--- src/rtl/hit_resolver.sv ---
// Combat arbiter between two player cores: resolves attacks into hit pulses,
// owns both health counters and declares the KO that ends a round.
module hit_resolver #(
    parameter int POS_W        = 10,
    parameter int ATTACK_RANGE = 40,
    parameter int DAMAGE       = 10,
    parameter int BLOCK_DAMAGE = 2,
    parameter int HEALTH_MAX   = 100
) (
    input  logic             clk,
    input  logic             reset,
    input  logic             round_start,
    input  logic             p1_attack_active,
    input  logic             p1_block_active,
    input  logic [POS_W-1:0] p1_x,
    input  logic             p2_attack_active,
    input  logic             p2_block_active,
    input  logic [POS_W-1:0] p2_x,
    output logic             p1_hit,
    output logic             p2_hit,
    output logic             p1_opp_attack,
    output logic             p2_opp_attack,
    output logic [7:0]       p1_health,
    output logic [7:0]       p2_health,
    output logic             ko,
    output logic [1:0]       winner
);

    typedef enum logic [1:0] {
        S_WAIT  = 2'd0,
        S_FIGHT = 2'd1,
        S_KO    = 2'd2
    } state_t;

    localparam logic [7:0]  L_HMAX  = 8'(HEALTH_MAX);
    localparam logic [7:0]  L_DMG   = 8'(DAMAGE);
    localparam logic [7:0]  L_CHIP  = 8'(BLOCK_DAMAGE);
    localparam logic [31:0] L_RANGE = 32'(ATTACK_RANGE);

    state_t r_state;
    state_t w_stateNext;

    logic r_p1Prev;
    logic r_p2Prev;
    logic r_p1Armed;
    logic r_p2Armed;

    logic [POS_W-1:0] w_dist;
    logic             w_inRange;
    logic             w_fight;
    logic             w_p1Rise;
    logic             w_p2Rise;
    logic             w_p1Score;
    logic             w_p2Score;

    logic       w_p1ArmedNext;
    logic       w_p2ArmedNext;
    logic       w_p1HitNext;
    logic       w_p2HitNext;
    logic       w_p1OppNext;
    logic       w_p2OppNext;
    logic [7:0] w_p1HealthNext;
    logic [7:0] w_p2HealthNext;
    logic       w_koNext;
    logic [1:0] w_winnerNext;

    function automatic logic [7:0] satSub(input logic [7:0] health, input logic [7:0] dmg);
        return (health <= dmg) ? 8'd0 : (health - dmg);
    endfunction

    // Subtract the smaller position from the larger so the distance never wraps.
    assign w_dist    = (p1_x >= p2_x) ? (p1_x - p2_x) : (p2_x - p1_x);
    assign w_inRange = ({{(32-POS_W){1'b0}}, w_dist} <= L_RANGE);

    assign w_fight  = (r_state == S_FIGHT);
    assign w_p1Rise = p1_attack_active & ~r_p1Prev;
    assign w_p2Rise = p2_attack_active & ~r_p2Prev;

    // A score is discarded when round_start arrives in the same cycle.
    assign w_p1Score = w_fight & ~round_start & p1_attack_active & (r_p1Armed | w_p1Rise) & w_inRange;
    assign w_p2Score = w_fight & ~round_start & p2_attack_active & (r_p2Armed | w_p2Rise) & w_inRange;

    always_comb begin
        w_p1ArmedNext = r_p1Armed;
        w_p2ArmedNext = r_p2Armed;

        if (!p1_attack_active || w_p1Score) begin
            w_p1ArmedNext = 1'b0;
        end else if (w_p1Rise && w_fight) begin
            w_p1ArmedNext = 1'b1;
        end

        if (!p2_attack_active || w_p2Score) begin
            w_p2ArmedNext = 1'b0;
        end else if (w_p2Rise && w_fight) begin
            w_p2ArmedNext = 1'b1;
        end

        if (round_start) begin
            w_p1ArmedNext = 1'b0;
            w_p2ArmedNext = 1'b0;
        end
    end

    always_comb begin
        w_stateNext    = r_state;
        w_p1HealthNext = p1_health;
        w_p2HealthNext = p2_health;
        w_p1HitNext    = 1'b0;
        w_p2HitNext    = 1'b0;
        w_p1OppNext    = 1'b0;
        w_p2OppNext    = 1'b0;
        w_koNext       = ko;
        w_winnerNext   = winner;

        case (r_state)
            S_WAIT: begin
                w_p1HealthNext = L_HMAX;
                w_p2HealthNext = L_HMAX;
            end
            S_FIGHT: begin
                w_p1OppNext = p2_attack_active & w_inRange;
                w_p2OppNext = p1_attack_active & w_inRange;

                if (w_p2Score) begin
                    w_p1HealthNext = satSub(p1_health, p1_block_active ? L_CHIP : L_DMG);
                    w_p1HitNext    = ~p1_block_active;
                end
                if (w_p1Score) begin
                    w_p2HealthNext = satSub(p2_health, p2_block_active ? L_CHIP : L_DMG);
                    w_p2HitNext    = ~p2_block_active;
                end

                if ((w_p1HealthNext == 8'd0) || (w_p2HealthNext == 8'd0)) begin
                    w_stateNext  = S_KO;
                    w_koNext     = 1'b1;
                    w_winnerNext = {w_p1HealthNext == 8'd0, w_p2HealthNext == 8'd0};
                end
            end
            S_KO: begin
            end
            default: begin
                w_stateNext = S_WAIT;
            end
        endcase

        if (round_start) begin
            w_stateNext    = S_FIGHT;
            w_p1HealthNext = L_HMAX;
            w_p2HealthNext = L_HMAX;
            w_p1HitNext    = 1'b0;
            w_p2HitNext    = 1'b0;
            w_koNext       = 1'b0;
            w_winnerNext   = 2'b00;
        end
    end

    always_ff @(posedge clk or posedge reset) begin
        if (reset) begin
            r_state       <= S_WAIT;
            r_p1Prev      <= 1'b0;
            r_p2Prev      <= 1'b0;
            r_p1Armed     <= 1'b0;
            r_p2Armed     <= 1'b0;
            p1_hit        <= 1'b0;
            p2_hit        <= 1'b0;
            p1_opp_attack <= 1'b0;
            p2_opp_attack <= 1'b0;
            p1_health     <= L_HMAX;
            p2_health     <= L_HMAX;
            ko            <= 1'b0;
            winner        <= 2'b00;
        end else begin
            r_state       <= w_stateNext;
            r_p1Prev      <= p1_attack_active;
            r_p2Prev      <= p2_attack_active;
            r_p1Armed     <= w_p1ArmedNext;
            r_p2Armed     <= w_p2ArmedNext;
            p1_hit        <= w_p1HitNext;
            p2_hit        <= w_p2HitNext;
            p1_opp_attack <= w_p1OppNext;
            p2_opp_attack <= w_p2OppNext;
            p1_health     <= w_p1HealthNext;
            p2_health     <= w_p2HealthNext;
            ko            <= w_koNext;
            winner        <= w_winnerNext;
        end
    end

endmodule

--- config.mk ---
export PLATFORM = sky130hd
export DESIGN_NAME = hit_resolver
export DESIGN_NICKNAME = d
export VERILOG_FILES = /design/src/rtl/hit_resolver.sv
export SDC_FILE = /design/constraint.sdc
export NUM_CORES = 1
export LEC_CHECK = 0
export CORE_ASPECT_RATIO = 1.25
export CORE_UTILIZATION = 25
export DETAILED_ROUTE_END_ITERATION = 16
export SYNTH_ARGS = -nofsm -noshare
export SYNTH_HDL_FRONTEND = slang
export SYNTH_SLANG_ARGS = --single-unit
export TNS_END_PERCENT = 50
--- constraint.sdc ---
create_clock -name clk -period 8.9 [get_ports clk]
set_clock_uncertainty 0.2 [all_clocks]
set_input_delay 1.78 -clock clk [delete_from_list [all_inputs] [get_ports clk]]
set_output_delay 1.78 -clock clk [all_outputs]
set_load 0.1 [all_outputs]
# Word-level counts from Yosys, hierarchy flattened
# Cells that the tools add are included.
[totals] in_bits=27 output_inout_bits=23 elab_cells=97 regBits=29
[op_classes] reduce_logical=18 n_addsub=4 order_cmp=4 eq_ne=4 bitwise_logic=18 n_mux=36
[op_table] operator="2-to-1 mux 8 bit" n=8
[op_table] operator="case mux 8 bit (2 select lines)" n=2
[op_table] operator="subtractor 10 bit" n=2
[op_table] operator="2-to-1 mux 1 bit" n=17
[op_table] operator="less-or-equal comparator 8 x 4 -> 1 bit" n=2
[op_table] operator="zero test 8 bit" n=2
[op_table] operator="subtractor 8 x 4 -> 8 bit" n=2
[op_table] operator="AND 1 bit" n=11
[op_table] operator=">= comparator 10 bit" n=1
[op_table] operator="less-or-equal comparator 10 x 6 -> 1 bit (second input constant)" n=1
[op_table] operator="2-to-1 mux 10 bit" n=1
[op_table] operator="2-to-1 mux 2 bit" n=5
[op_table] operator="nonzero test 3 bit" n=3
[op_table] operator="2-to-1 mux 4 bit" n=2
[op_table] operator="inverter 1 bit" n=5
[op_table] operator="case mux 2 bit (2 select lines)" n=1
[op_table] operator="AND reduction 2 bit" n=2
[op_table] operator="nonzero test 2 bit" n=2
[op_table] operator="logical OR 1 bit" n=3
[op_table] operator="inequality test 3 x 2 -> 1 bit (second input constant)" n=1
[op_table] operator="== test 2 x 1 -> 1 bit (second input constant)" n=1
[op_table] operator="== test 2 bit (second input constant)" n=1
[op_table] operator="logical AND 1 bit" n=2
[op_table] operator="zero test 1 bit" n=2
[op_table] operator="other kinds (4)" n=5

# Depth between registers and ports, before layout
# Gate-level depths: netlist (run 1).
[depth] depth_word=12 mapped_depth=16 depth_no_buf=13

# Least setup slack after synthesis (run 1)
# Ideal clock, no wire load.
[synth_timing] kind="input-to-reg" startpoint="input port p1_x[6]" endpoint="register winner[1]" setup_ps=119 cell_stages=15 required_ps=8581 path_buffers=2 path_slack_ps=3633 arrival_time_ps=4948 path_cell_list="inv_1 > ha_1 > buf_6 > and2_1 > buf_6 > a21oi_4 > nor2_1 > a2111oi_4 > o211ai_1 > a2111oi_4 > o2111ai_2 > nor4b_2 > mux2_2 > or4_1 > a21bo_1"
[synth_via] elab_chain_cells=10 word_cells_on_any_way=19 cone_classes="add/sub (2); order compare (2); mux (8); bitwise (2); reduce/logical (5)"
[synth_lines] element="start: declaration" line_no="15" source="input logic [POS_W-1:0] p1_x,"
[synth_lines] element="subtractor 10 bit / >= comparator 10 bit (equally long branches)" line_no="72" source="assign w_dist = (p1_x >= p2_x) ? (p1_x - p2_x) : (p2_x - p1_x);"
[synth_lines] element="2-to-1 mux 10 bit (*)" line_no="72"
[synth_lines] element="less-or-equal comparator 10 x 6 -> 1 bit (*)" line_no="73" source="assign w_inRange = ({{(32-POS_W){1'b0}}, w_dist} <= L_RANGE);"
[synth_lines] element="AND 1 bit (on tied branches)" line_no="81, 80"
[synth_lines] element="2-to-1 mux 8 bit (on tied branches)" line_no="125, 129"
[synth_lines] element="2-to-1 mux 8 bit" line_no="116" source="case (r_state)"
[synth_lines] element="zero test 8 bit (on tied branches)" line_no="134, 137"
[synth_lines] element="2-to-1 mux 2 bit / logical OR 1 bit (equally long branches)" line_no="134" source="if ((w_p1HealthNext == 8'd0) || (w_p2HealthNext == 8'd0)) begin"
[synth_lines] element="2-to-1 mux 2 bit / nonzero test 2 bit (equally long branches)"
[synth_lines] element="2-to-1 mux 2 bit / AND reduction 2 bit (equally long branches)"
[synth_lines] element="end signal: assignment" line_no="186" source="winner <= w_winnerNext;"
[synth_lines] element="end: declaration" line_no="26" source="output logic [1:0] winner"
# Every way passes the cells marked *; elsewhere a longest branch is shown, timed or not. The select of a mux whose other input is x is not followed.
# A chain may end at the register's enable or synchronous reset.

# Final worst setup path (run 1)
# Ends and elaborated chain as after synthesis.

==> impl_metrics.env, run 1 <==
export IMPL_clk_insertion_delay_late_ns=0.28
export IMPL_yosysSeqAreaShare_pct=26.3
export IMPL_gp_congestion=0.838
export IMPL_setup_viol=0
export IMPL_rsz0062_at_grt="false"
export IMPL_hp_class="reg -> reg"
export IMPL_start_util_pct=26.0
export IMPL_p_per_area_nw_per_um2=129
export IMPL_grt_util_all_layers_pct=12.9
export IMPL_antenna_found_initial=0
export IMPL_period_share_pct=68.4
export IMPL_final_max_slew_viol_count=0
export IMPL_portBuffers=49
export IMPL_dr_first_iter_drc_count=104
export IMPL_clock_sinks=29
export IMPL_core_area_um2=10700
export IMPL_cts_max_level=2
export IMPL_routedWlPerCell_um=13.6
export IMPL_cts_resized=0
export IMPL_crit_fanout=11
export IMPL_clockBufferDepth=2
export IMPL_grt_pass1_wl_um=11900
export IMPL_period_minus_slack_ns=6.09
export IMPL_rows=42
export IMPL_totalWireLength_um=7110
export IMPL_syn_num_nets=396
export IMPL_num_io_pins=50
export IMPL_fmax_mhz=164
export IMPL_synth_seq_cells=29
export IMPL_layout_drive_gt1_share_pct=8.42
export IMPL_tritoncts="done"
export IMPL_synthCells=346
export IMPL_leakage_nw=1.51
export IMPL_syn_avg_cell_area_um2=8.05
export IMPL_cp_end_kind="flop"
export IMPL_r2r_cells=7
export IMPL_post_cts_buffers=0
export IMPL_ys_flop_type="dfrtp_1"
export IMPL_cp_required_ns=8.87
export IMPL_clk_pin_slew_ns=0.05
export IMPL_via_per_inst=5.06
export IMPL_synth_warnings=0
export IMPL_syn2layout_area_growth_pct=27.5
export IMPL_cts_hold_buf=0
export IMPL_diodes=0
export IMPL_cts_root_buffer="clkbuf_16"
export IMPL_arrival_ns=6.06
export IMPL_whs_path_depth=2
export IMPL_slew_headroom_pct=33.2
export IMPL_critPathLaunchType="primary input"
export IMPL_grt_overflow=0
export IMPL_ir_worst_vdd_mv=0.0722
export IMPL_syn_area_um2=2790
export IMPL_fin_nets=441
export IMPL_timing_worst_setup_path_type="in -> reg"
export IMPL_route_vias_total=2650
export IMPL_die_area_um2=11600
export IMPL_status="completed"
export IMPL_detail_route_first_pass_iterations=4
export IMPL_die_w_um=96.4
export IMPL_worst_pin_slew_ns=0.998
export IMPL_finalSetupTns_ns=0
export IMPL_whs_ns=0.309
export IMPL_async_reset_ff_share_pct=100
export IMPL_dpl_hpwl_um=5560
export IMPL_max_cap_violations=0
export IMPL_ys_types=62
export IMPL_first_global_vias=2605
export IMPL_synth_edff_count=0
export IMPL_numCtsBuffers=5
export IMPL_grt_max_degree=30
export IMPL_drcViolationCount=0
export IMPL_antenna_left=0
export IMPL_fp_dieH_um=120
export IMPL_final_hold_viol_count=0
[stage by stage]
step           instances  instance area, um^2  setup slack (ns)  power [W]  util (%)
5_1_grt              524                 3550              2.52   0.000480      33.1
2_1_floorplan        346                 2790              3.63   0.000230         -
3_3_place_gp         516                 3380              2.67   0.000259      31.5
4_1_cts              524                 3550              2.83   0.000463      33.1
6_report             524                 3550              2.81   0.000459      33.1
3_5_place_dp         516                 3380              2.55   0.000261      31.5
[state kept, by name, summed over array words and instances (netlist names)]
signal and count:
r_p2Armed 1, p1_health 8, p1_hit 1, r_p2Prev 1, r_p1Armed 1, r_state 2
p2_hit 1, ko 1, winner 2, r_p1Prev 1, p2_opp_attack 1, p1_opp_attack 1
p2_health 8
[cell type report]
cell class	instances	area (um^2)
fill	1145	7170
multi-input combinational	272	1860
sequential	29	733
timing repair buffer	50	498
tap	132	165
clock buffer	6	139
inverter	33	124
clock inverter	2	37.5
[cells in the mapped netlist (2+ instances only)]
library cell	instances	area, um^2
mux2i_1	4	40.0
a31oi_1	4	25.0
mux2_2	2	22.5
nor3_1	8	40.0
a211oi_1	2	15.0
a21o_1	7	52.6
ha_1	23	288
nor2b_1	11	68.8
or2_2	2	12.5
and2_1	4	25.0
nand2_1	29	109
a21boi_0	2	15.0
nor2_1	36	135
clkbuf_1	4	15.0
xnor2_1	2	17.5
nand2b_1	10	62.6
or3_1	6	37.5
nand3b_1	3	22.5
dfstp_2	6	158
o31ai_1	3	22.5
dfrtp_1	23	576
a2111oi_4	3	82.6
nor4_1	4	25.0
xor2_1	6	52.6
buf_2	5	25.0
o22a_1	2	17.5
and3_1	2	12.5
buf_6	3	33.8
a21oi_1	21	105
o21bai_1	5	37.5
nand3_1	7	35.0
a21oi_2	2	17.5
o22ai_1	4	25.0
o211ai_1	3	22.5
o21ai_0	28	140
inv_1	33	124
o311ai_0	2	17.5
[cell families (layout without fill, tap and decap cells)]
kind of cell / after synthesis / count (layout) / synth area share [%]
compound gates: 108 / 108 / 28.6
fa+ha+maj: 23 / 23 / 10.3
xor+xnor: 8 / 8 / 2.51
flops: 29 / 29 / 26.3
mux: 6 / 6 / 2.25
simple gates: 127 / 127 / 22.9
buf+inv: 45 / 91 / 7.09
[routing by layer]
layer / routed length, um / part of all wire (%) / track usage [%] / vias up
met5: 0 / 0 / 0 / -
met4: 71 / 1.0 / 3.31 / 0
met3: 359 / 5.1 / 3.23 / 8
met2: 3490 / 49 / 22.4 / 60
met1: 3190 / 45 / 15.6 / 1264
li1: - / - / - / 1318
[worst max-delay path, cell delays in order]
cell and delay (ns):
clkdlybuf4s50_1 0.49, inv_1 0.05, ha_1 0.41, and2_1 0.32, a21oi_2 0.24, nor3_1 0.10, a2111oi_4 0.21, o211ai_1 0.19
a2111oi_4 0.46, o2111ai_2 0.38, nor4b_2 0.44, mux2_2 0.38, or4_1 0.42, a21bo_1 0.18
[report_power, final]
part           switching, W  total, W  internal (W)
Combinational     0.0000737  0.000123     0.0000496
Clock             0.0000598  0.000199      0.000139
Sequential       0.00000199  0.000137      0.000135
Total              0.000136  0.000459      0.000324
[layout by cell type (no fill, tap or decap), drive strengths merged, types with 5 or more instances in the layout]
cell,instances
clkdlybuf4s50,49
nor2,37
inv,33
nand2,29
o21ai,29
a21oi,24
ha,23
dfrtp,23
nor2b,11
nand2b,10
nor3,8
a21o,7
nand3,7
xor2,6
or3,6
dfstp,6
clkbuf,6
o21bai,5
[final timing paths]
check                        startpoint  slack, ns           end
setup reg to reg             r_state[1]       5.51     winner[1]
hold / removal             p1_health[5]       0.31  p1_health[5]
max in group asynchronous         reset       6.50  p1_health[6]
hold reg to reg            p1_health[5]       0.31  p1_health[5]
min in group asynchronous         reset       1.68        p2_hit
setup / recovery                p1_x[6]       2.81     winner[1]
Note: power is estimated with default switching activity, not from simulation.
==> inputs of run 2 (changes only) <==
==> constraint.sdc (replaced) <==
create_clock -name clk -period 4.89 [get_ports clk]
set_clock_uncertainty 0.2 [all_clocks]
set_input_delay 0.978 -clock clk [delete_from_list [all_inputs] [get_ports clk]]
set_output_delay 0.978 -clock clk [all_outputs]
set_load 0.1 [all_outputs]
==> run 2 against run 1 <==
Net effect:
- register-to-register slack worse by 3.7 ns
- power increased by 87%
- via count rose by 3.2%
- setup slack got worse by 2.7 ns
- clock power rose by 81%
- hold slack improved by 0.0054 ns
- critical endpoint unchanged
==> impl_metrics.env, run 2 (same netlist as run 1, synthesis figures left out) <==
export IMPL_final_max_slew_viol_count=0
export IMPL_antenna_found_initial=0
export IMPL_leakage_nw=1.65
export IMPL_finalSetupTns_ns=0
export IMPL_cts_max_level=2
export IMPL_total_power_w=0.000860
export IMPL_final_hold_viol_count=0
export IMPL_slew_headroom_pct=33.5
export IMPL_fin_nets=466
export IMPL_gp_congestion=0.830
export IMPL_grt_overflow=0
export IMPL_whs_path_depth=2
export IMPL_layout_common_cells="clkdlybuf4s50_1 (49), nor2_1 (36), inv_1 (33), nand2_1 (29), o21ai_0 (28)"
export IMPL_crit_chain="clkdlybuf4s50_1 -> inv_1 -> ha_4 -> nand2_1 -> o21bai_1 -> a211oi_2 -> mux2i_1 -> o22ai_1 -> a2111oi_4 -> o2111ai_2 -> nor4b_2 -> mux2_2 -> or4_4 -> a21bo_1"
export IMPL_p_per_area_nw_per_um2=226
export IMPL_die_area_um2=11600
export IMPL_r2r_end="winner[1]"
export IMPL_period_share_pct=97.0
export IMPL_worst_pin_slew_ns=0.994
export IMPL_rows=42
export IMPL_grt_util_all_layers_pct=13.5
export IMPL_crit_fanout=9
export IMPL_grt_pass1_wl_um=12300
export IMPL_via_per_inst=4.98
export IMPL_cts_hold_buf=0
export IMPL_reg_top3="p1_health: 8 flops, p2_health: 8 flops"
export IMPL_drcViolationCount=0
export IMPL_tritoncts="done"
export IMPL_clockBufferDepth=2
export IMPL_hp_class="reg -> reg"
export IMPL_period_minus_slack_ns=4.74
export IMPL_slowest_delay_ns=0.49
export IMPL_ir_worst_vdd_mv=0.105
export IMPL_min_delay_start="p1_health[5]"
export IMPL_cts_root_buffer="clkbuf_16"
export IMPL_routedWlPerCell_um=13.7
export IMPL_first_global_vias=2651
export IMPL_critPathLaunchType="primary input"
export IMPL_num_io_pins=50
export IMPL_status="completed"
export IMPL_cp_end_kind="flop"
export IMPL_syn2layout_area_growth_pct=36.4
export IMPL_layout_drive_gt1_share_pct=15.6
export IMPL_start_util_pct=26.0
export IMPL_fp_dieH_um=120
export IMPL_arrival_ns=4.70
export IMPL_preCtsSetupSlack_ns=-0.187
export IMPL_totalWireLength_um=7520
export IMPL_grt_max_degree=18
export IMPL_dr_first_iter_drc_count=139
export IMPL_dpl_hpwl_um=5750
export IMPL_setup_viol=0
export IMPL_worst_r2r_setup_slack_ns=1.78
export IMPL_max_cap_violations=0
export IMPL_fmax_mhz=211
export IMPL_portBuffers=49
export IMPL_final_setup_worst_slack_ns=0.149
export IMPL_core_area_um2=10700
export IMPL_clock_sinks=29
export IMPL_diodes=0
export IMPL_final_common_cell="clkdlybuf4s50_1"
export IMPL_numCtsBuffers=5
export IMPL_hold_end="p1_health[5]"
export IMPL_die_w_um=96.4
export IMPL_r2r_cells=12
export IMPL_timing_worst_setup_path_type="in -> reg"
export IMPL_detail_route_first_pass_iterations=5
export IMPL_cp_required_ns=4.85
export IMPL_worstReg2RegStart="p2_health[3]"
export IMPL_antenna_left=0
export IMPL_slowest_stage="clkdlybuf4s50_1"
export IMPL_clk_insertion_delay_late_ns=0.28
export IMPL_clk_pin_slew_ns=0.05
export IMPL_route_vias_total=2736
-- run 2: changes by cell type in the layout (fill, tap and decap cells not counted), sizes merged --
cell	before	now
clkbuf	6	7
clkinvlp	1	0
buf	1	26
-- run 2: worst max-delay path: cells and delay by family --
family                     cells  cell delay [ns]
AOI/OAI and AO/OA              6             1.35
adders and majority gates      1             0.32
buffers and inverters          2             0.57
muxes                          2             0.61
and+or+nand+nor                3             0.87
-- run 2: power breakdown --
group          total [W]  switching [W]  internal [W]
sequential      0.000249     0.00000348      0.000245
clock           0.000360       0.000106      0.000254
combinational   0.000251       0.000140      0.000111
-- run 2: layer usage --
metal  vias to the layer above  track usage, %  share of wire (%)  wire length [um]
met3                         4            3.42                5.1               385
met2                        71            24.1                 51              3830
met5                         -               0                  0                 0
li1                       1365               -                  -                 -
met4                         0            2.85               0.59                44
met1                      1296            16.1                 43              3260
-- run 2: how the worst max path moves through the flow --
stage               startpoint        end  cells past startpoint
floorplan              p1_x[6]  winner[1]                     15
global placement       p1_x[2]  winner[1]                     14
detailed placement     p1_x[2]  winner[1]                     14
CTS                    p1_x[2]  winner[1]                     14
global route           p1_x[2]  winner[1]                     14
finish                 p1_x[2]  winner[1]                     14
-- run 2: repair_timing --
item | 4_1_cts | 5_1_grt
buffers inserted | 0 | 1
endpoints found under the setup margin | 0 | 5
gates resized for setup | 0 | 11
-- run 2: final cells by class --
cell class                 count  area [um^2]
clock buffer                   7          143
clock inverter                 1         30.0
fill                        1145         6920
inverter                      33          124
multi-input combinational    272         1920
sequential                    29          733
tap                          132          165
timing repair buffer          75          686
-- run 2: metrics by stage --
stage / util (%) / cells / hold slack [ns] / instance area (um^2)
after detailed placement: 33.2 / 540 / 0.307 / 3560
after global placement: 33.2 / 540 / 0.299 / 3560
after CTS: 34.8 / 548 / 0.314 / 3730
after global routing: 35.4 / 549 / 0.329 / 3800
final: 35.4 / 549 / 0.314 / 3800
after floorplan: - / 346 / 0.342 / 2790
